==> src/rtl/accum.sv <==
// accum: streaming accumulator behind the multiplier stage.
// Sums each group of LEN consecutive din transfers and presents one registered
// sum per group on dout (valid/ready on both sides, no bubble between groups).
// Optional build macro ACCUM_SAT_EN: clamp every addition to the DOUT-bit
// extreme instead of wrapping modulo 2^DOUT.
module accum #(
    parameter int DIN        = 16,
    parameter int DIN_SIGNED = 0,
    parameter int LEN        = 4,
    parameter int DOUT       = DIN + $clog2(LEN)
) (
    input  logic            clk,
    input  logic            rst,
    input  logic [DIN-1:0]  din_data_i,
    input  logic            din_valid_i,
    output logic            din_ready_o,
    output logic [DOUT-1:0] dout_data_o,
    output logic            dout_valid_o,
    input  logic            dout_ready_i
);

    localparam int CNT_W = (LEN > 1) ? $clog2(LEN) : 1;
    localparam logic [CNT_W-1:0] CNT_LAST = CNT_W'(LEN - 1);
`ifdef ACCUM_SAT_EN
    localparam logic [DOUT-1:0] SMAX = {1'b0, {(DOUT-1){1'b1}}};
`endif

    typedef enum logic {
        ST_ACC,
        ST_OUT
    } state_t;

    state_t          state_q, state_d;
    logic [CNT_W-1:0] cnt_q, cnt_d;
    logic [DOUT-1:0] acc_q, acc_d;
    logic [DOUT-1:0] dout_q, dout_d;
    logic [DOUT-1:0] ext;
    logic [DOUT-1:0] base;
    logic [DOUT-1:0] sum;
    logic            din_fire;
    logic            dout_fire;

    // One accumulation step; saturating build clamps to the representable range.
    function automatic logic [DOUT-1:0] add_step(input logic [DOUT-1:0] a,
                                                 input logic [DOUT-1:0] b);
`ifdef ACCUM_SAT_EN
        logic [DOUT:0] s;
        if (DIN_SIGNED != 0) begin
            s = {a[DOUT-1], a} + {b[DOUT-1], b};
            if (s[DOUT] != s[DOUT-1]) begin
                return s[DOUT] ? ~SMAX : SMAX;
            end
        end else begin
            s = {1'b0, a} + {1'b0, b};
            if (s[DOUT]) begin
                return '1;
            end
        end
        return s[DOUT-1:0];
`else
        return a + b;
`endif
    endfunction

    assign dout_valid_o = (state_q == ST_OUT);
    // While holding a result, input only moves when the result leaves.
    assign din_ready_o  = rst & ((state_q == ST_ACC) | dout_ready_i);
    assign dout_data_o  = dout_q;
    assign din_fire     = din_valid_i & din_ready_o;
    assign dout_fire    = dout_valid_o & dout_ready_i;

    // Widen the incoming product to the accumulator width.
    always_comb begin
        if (DIN_SIGNED != 0) begin
            ext = DOUT'($signed(din_data_i));
        end else begin
            ext = DOUT'(din_data_i);
        end
    end

    // Next-state: collect a group in ACC, hold the sum in OUT until taken.
    always_comb begin
        state_d = state_q;
        cnt_d   = cnt_q;
        acc_d   = acc_q;
        dout_d  = dout_q;
        // The first element of a group is loaded, not added to stale state.
        base    = (cnt_q == '0) ? '0 : acc_q;
        sum     = add_step(base, ext);
        case (state_q)
            ST_ACC: begin
                if (din_fire) begin
                    if (cnt_q == CNT_LAST) begin
                        dout_d  = sum;
                        acc_d   = '0;
                        cnt_d   = '0;
                        state_d = ST_OUT;
                    end else begin
                        acc_d = sum;
                        cnt_d = cnt_q + CNT_W'(1);
                    end
                end
            end
            ST_OUT: begin
                if (dout_fire) begin
                    if (din_fire) begin
                        if (LEN == 1) begin
                            // Single-element groups: the new element is the next result.
                            dout_d = ext;
                        end else begin
                            acc_d   = ext;
                            cnt_d   = CNT_W'(1);
                            state_d = ST_ACC;
                        end
                    end else begin
                        state_d = ST_ACC;
                    end
                end
            end
            default: state_d = ST_ACC;
        endcase
    end

    // State registers with synchronous active-low reset.
    always_ff @(posedge clk) begin
        if (!rst) begin
            state_q <= ST_ACC;
            cnt_q   <= '0;
            acc_q   <= '0;
            dout_q  <= '0;
        end else begin
            state_q <= state_d;
            cnt_q   <= cnt_d;
            acc_q   <= acc_d;
            dout_q  <= dout_d;
        end
    end

endmodule

==> config.mk <==
export PLATFORM = sky130hd
export DESIGN_NAME = accum
export DESIGN_NICKNAME = d
export VERILOG_FILES = /design/src/rtl/accum.sv
export SDC_FILE = /design/constraint.sdc
export NUM_CORES = 1
export LEC_CHECK = 0
export CAP_MARGIN = 20
export CORE_AREA = 4 4 112 93
export DETAILED_ROUTE_END_ITERATION = 12
export DIE_AREA = 0 0 116 97
export GPL_ROUTABILITY_DRIVEN = 0
export PLACE_DENSITY = 0.49
export SYNTH_ARGS = -nofsm -noshare
export SYNTH_HDL_FRONTEND = slang
export SYNTH_SLANG_ARGS = --single-unit
==> constraint.sdc <==
create_clock -name clk -period 8.01 [get_ports clk]
set_input_delay 1.602 -clock clk [delete_from_list [all_inputs] [get_ports clk]]
set_output_delay 1.602 -clock clk [all_outputs]
set_load 0.05 [all_outputs]
# After elaboration in Yosys (flattened, before gate mapping)
# Cells that the tools add are included.
dict set report classes {
  n_addsub 2
  eq_ne 4
  mux 15
  bitwise_logic 5
  reduce_logical 3
}
# op n
set op_table {}
lappend op_table {{$mux 18} 5}
lappend op_table {{$pmux 18 s2} 1}
lappend op_table {{$add 18x16->18} 1}
lappend op_table {{$mux 2} 4}
lappend op_table {{$reduce_and 3->1} 2}
lappend op_table {{$ne 2x1->1 const B} 2}
lappend op_table {{$pmux 2 s2} 1}
lappend op_table {{$and 1x1->1} 3}
lappend op_table {{$mux 1} 3}
lappend op_table {{$add 2x1->2 const B} 1}
lappend op_table {{$eq 2x2->1 const B} 1}
lappend op_table {{$logic_not 2->1} 1}
lappend op_table {{$ne 2x2->1 const B} 1}
lappend op_table {{$pmux 1 s2} 1}
lappend op_table {{$not 1->1} 1}
lappend op_table {{$or 1x1->1} 1}
dict set report totals {
  reg_bits 39
  inputBits 20
  out_inout_bits 20
  wordCells 33
}

# Depth between registers and ports, before layout
dict set report depth {
  word_depth 7
  ltp_mapped 15
  depth_no_buf 13
}

# Worst setup path before layout
# OpenSTA, ideal clock, no wires.
dict set report synth_timing {
  path_kind {input port to output port}
  startpoint {input port rst}
  endpoint {output port din_ready_o}
  arrival_ns 2.543
  required_time_ns 6.408
  slack_ns 3.865
  path_stages 3
  path_buffers 2
  path_cell_list {clkbuf_1 -> clkbuf_1 -> and2_1}
}
dict set report synth_via {
  elab_chain_len 1
}
# element line_no
set synth_lines {}
lappend synth_lines {{start, declared} 13} ;# input logic rst,
lappend synth_lines {{$and 1x1->1} 67} ;# assign din_ready_o = rst & ((state_q == ST_ACC) | dout_ready_i);
lappend synth_lines {{end, declared} 16} ;# output logic din_ready_o,
# No other way between the ends.

# Worst setup path after layout
dict set report layout_timing {
  startpoint {input port dout_ready_i}
  endpoint {output port din_ready_o}
}
dict set report layout_via {
  elab_chain_len 2
}
# element line_no
set layout_lines {}
lappend layout_lines {{start, declared} 19} ;# input logic dout_ready_i
lappend layout_lines {{$or 1x1->1} 67}
lappend layout_lines {{$and 1x1->1} 67}
# No other way between the ends.

==> impl_metrics.env <==
export IMPL_period_share_pct=59.30
export IMPL_synth_xor_xnor_area_share_pct=5.152
export IMPL_synth_distinct_cells=52
export IMPL_drt_iter0_drc=84
export IMPL_synth_simple_area_share_pct=25.02
export IMPL_yosysMostFrequentCell="dfxtp_1"
export IMPL_grt_max_degree=44
export IMPL_cp_top_family="buffers and inverters"
export IMPL_cp_start_kind="input pin"
export IMPL_status="finished clean"
export IMPL_n_antenna_cell=0
export IMPL_p_leak_nw=1.242
export IMPL_slew_violations=0
export IMPL_post_cts_resize_count=0
export IMPL_crit_required_ns=6.41
export IMPL_r2r_start="cnt_q[0]"
export IMPL_final_cell_count_no_fill=465
export IMPL_power_density_nw_per_um2=171.3
export IMPL_vias=2318
export IMPL_synth_area_per_cell_um2=8.069
export IMPL_port_buffers=39
export IMPL_fmax_mhz=210.5
export IMPL_drv_cap=0
export IMPL_cts_hold_buf=0
export IMPL_grt_overflow_total=0
export IMPL_fp_dieH_um=97
export IMPL_grt_pass1_wl_um=11740
export IMPL_cp_arrival_ns=3.15
export IMPL_synth_fa_ha_area_share_pct=9.617
export IMPL_async_reset_ff_share_pct=0
export IMPL_path_class="in2out"
export IMPL_peakVddDrop_mv=0.07107
export IMPL_drc=0
export IMPL_period_minus_slack_ns=4.750
export IMPL_synth_top_area_share_pct=30.62
export IMPL_hold_violations=0
export IMPL_synth_edf_count=0
export IMPL_critPathBufInv=2
export IMPL_path_common_cell="clkdlybuf4s50_1"
export IMPL_cpMaxStageDelayCell="clkdlybuf4s50_1"
export IMPL_critPathMaxStageDelay_ns=0.80
export IMPL_cts_buffer_depth=2
export IMPL_path_clk_slew_ns=0.06
export IMPL_synth_seq_cells=39
export IMPL_whs_ns=0.4551
export IMPL_cp_cell_sequence="clkdlybuf4s50_1 > nand2b_1 > and2_1 > clkdlybuf4s50_1"
export IMPL_die_w_um=116
export IMPL_path_max_fanout=4
export IMPL_rows=32
export IMPL_end_kind="output port"
export IMPL_ant_nets=0
export IMPL_syn_area_um2=2550
export IMPL_yosys_area_top_type="dfxtp_1"
export IMPL_grt_total_usage_pct=12.97
export IMPL_synth_seq_area_share_pct=30.62
export IMPL_dp_cells=457
export IMPL_slew_headroom_pct=32.54
export IMPL_synth_compound_area_share_pct=24.98
export IMPL_antenna_found_initial=0
export IMPL_hpwl_um=4883
export IMPL_synth_top_family_by_area="simple AND/OR/NAND/NOR gates"
export IMPL_cts_sinks=39
export IMPL_cts_tree="yes"
export IMPL_syn_nets=355
export IMPL_worst_pin_slew_ns=1.008
export IMPL_cts_buffers=5
export IMPL_first_global_vias=2350
export IMPL_rsz0062_at_grt="false"
export IMPL_fin_tns_setup_ns=0
export IMPL_clkLatencyLatePin_ns=0.28
export IMPL_postSynthCellCount=316
export IMPL_io_pins=40
export IMPL_worstSetupStartpoint="dout_ready_i"
export IMPL_yosys_top_cells_area="dfxtp_1, ha_1, nand2_1"
export IMPL_fin_skew_ns=0.004613
export IMPL_setup_violations=0
export IMPL_viasPerCell=4.985
export IMPL_nNetsFinal=384
export IMPL_htreeDepth=2
export IMPL_area_growth_pct=24.09
export IMPL_min_path_type="reg2reg"
export IMPL_floorplan_die_area_um2=11250
export IMPL_initial_core_util_pct=27.22
export IMPL_dr_pass1_iters=4
export IMPL_clockRootBuffer="clkbuf_16"
export IMPL_worstHoldStart="dout_data_o[11]"
export IMPL_synthFlopType="dfxtp_1"
export IMPL_ys_warnings_count=0
export IMPL_coreArea_um2=9369
export IMPL_synth_area_mux_share_pct=0.3925
export IMPL_finalWirelength_um=6997
export IMPL_drive_gt1_share_pct=5.491
export IMPL_drt_wirelength_per_cell_um=15.05
export IMPL_post_cts_buffers=0
export IMPL_synth_common_cells="dfxtp_1, nand2_1, nand3_1, a21oi_1, nor2b_1"
-- logic make-up (layout without fill, tap and decap cells) --
| kind of cell | Yosys count | count (layout) |
|---|---|---|
| and+or+nand+nor | 126 | 126 |
| adders and majority gates | 19 | 19 |
| buffers and inverters | 26 | 56 |
| muxes | 1 | 1 |
| AOI/OAI and AO/OA | 90 | 90 |
| DFF | 39 | 39 |
| xor gates and xnor gates | 15 | 15 |
-- cells in the final DEF (no fill, tap or decap), types with 2 or more instances in the layout --
cell type	count
a211oi_1	3
nand2_1	37
a21boi_0	9
a22oi_1	4
a21o_1	5
buf_4	2
o221ai_1	2
nor2_1	18
o21ai_0	11
o211a_1	3
and3_1	6
a31oi_1	2
nand3b_1	2
a221oi_1	6
clkbuf_16	5
inv_1	7
nor2b_1	21
a21oi_1	21
clkdlybuf4s50_1	39
nand3_1	26
nor3b_1	2
o21ai_1	4
xor2_1	5
and2_1	2
o211ai_1	7
dfxtp_1	39
nand2b_1	5
ha_1	18
xnor2_1	10
-- path summary, 6_finish.rpt --
path / depth (start not counted) / slack, ns / to
worst max register to register: 12 / 4.76 / acc_q[16]
worst min-delay path: 2 / 0.46 / dout_data_o[11]
worst max-delay path: 4 / 3.26 / din_ready_o
worst min register to register: 2 / 0.46 / dout_data_o[11]
-- layer usage --
metal / global-route usage (%) / vias to the layer above / part of all wire [%]
met5: 0 / - / 0
met4: 4.103 / 0 / 1.2
met3: 2.564 / 7 / 3.8
met2: 19.77 / 42 / 42
met1: 18.28 / 1080 / 53
li1: - / 1189 / -
-- through the flow --
stage	total power [mW]	util (%)	worst slack (ns)	area, um2
floorplan	0.3121	-	3.865	2550
global placement	0.3460	32.27	3.282	3023
detailed placement	0.3470	32.27	3.267	3023
CTS	0.5489	33.77	3.255	3164
global route	0.5743	33.77	3.234	3164
finish	0.5421	33.77	3.260	3164
-- registers in the layout (all words and copies together), names as in the netlist --
name          flops
acc_q            18
cnt_q             2
dout_data_o      18
dout_valid_o      1
-- cell type report --
| type | instances | area [um2] |
|---|---|---|
| Tap cell | 119 | 148.9 |
| Clock buffer | 6 | 128.9 |
| Multi-Input combinational cell | 251 | 1662 |
| Sequential cell | 39 | 780.7 |
| Clock inverter | 2 | 12.51 |
| Timing Repair Buffer | 41 | 405.4 |
| Inverter | 7 | 26.28 |
| Fill cell | 1028 | 6205 |
-- power breakdown --
part           total [mW]  internal [mW]  switching, mW
clock network       0.199          0.115         0.0838
registers           0.211          0.206        0.00560
logic               0.132         0.0560         0.0760
-- worst reg2reg max path, delay by kind of cell, from the launching register on --
| family | cells | cell delay [ns] |
|---|---|---|
| and+or+nand+nor | 2 | 0.41 |
| buffers and inverters | 2 | 0.12 |
| DFF | 1 | 0.37 |
| AOI/OAI and AO/OA | 5 | 1.14 |
| adders and majority gates | 3 | 1.09 |
Power figures use the tool's default switching activity.
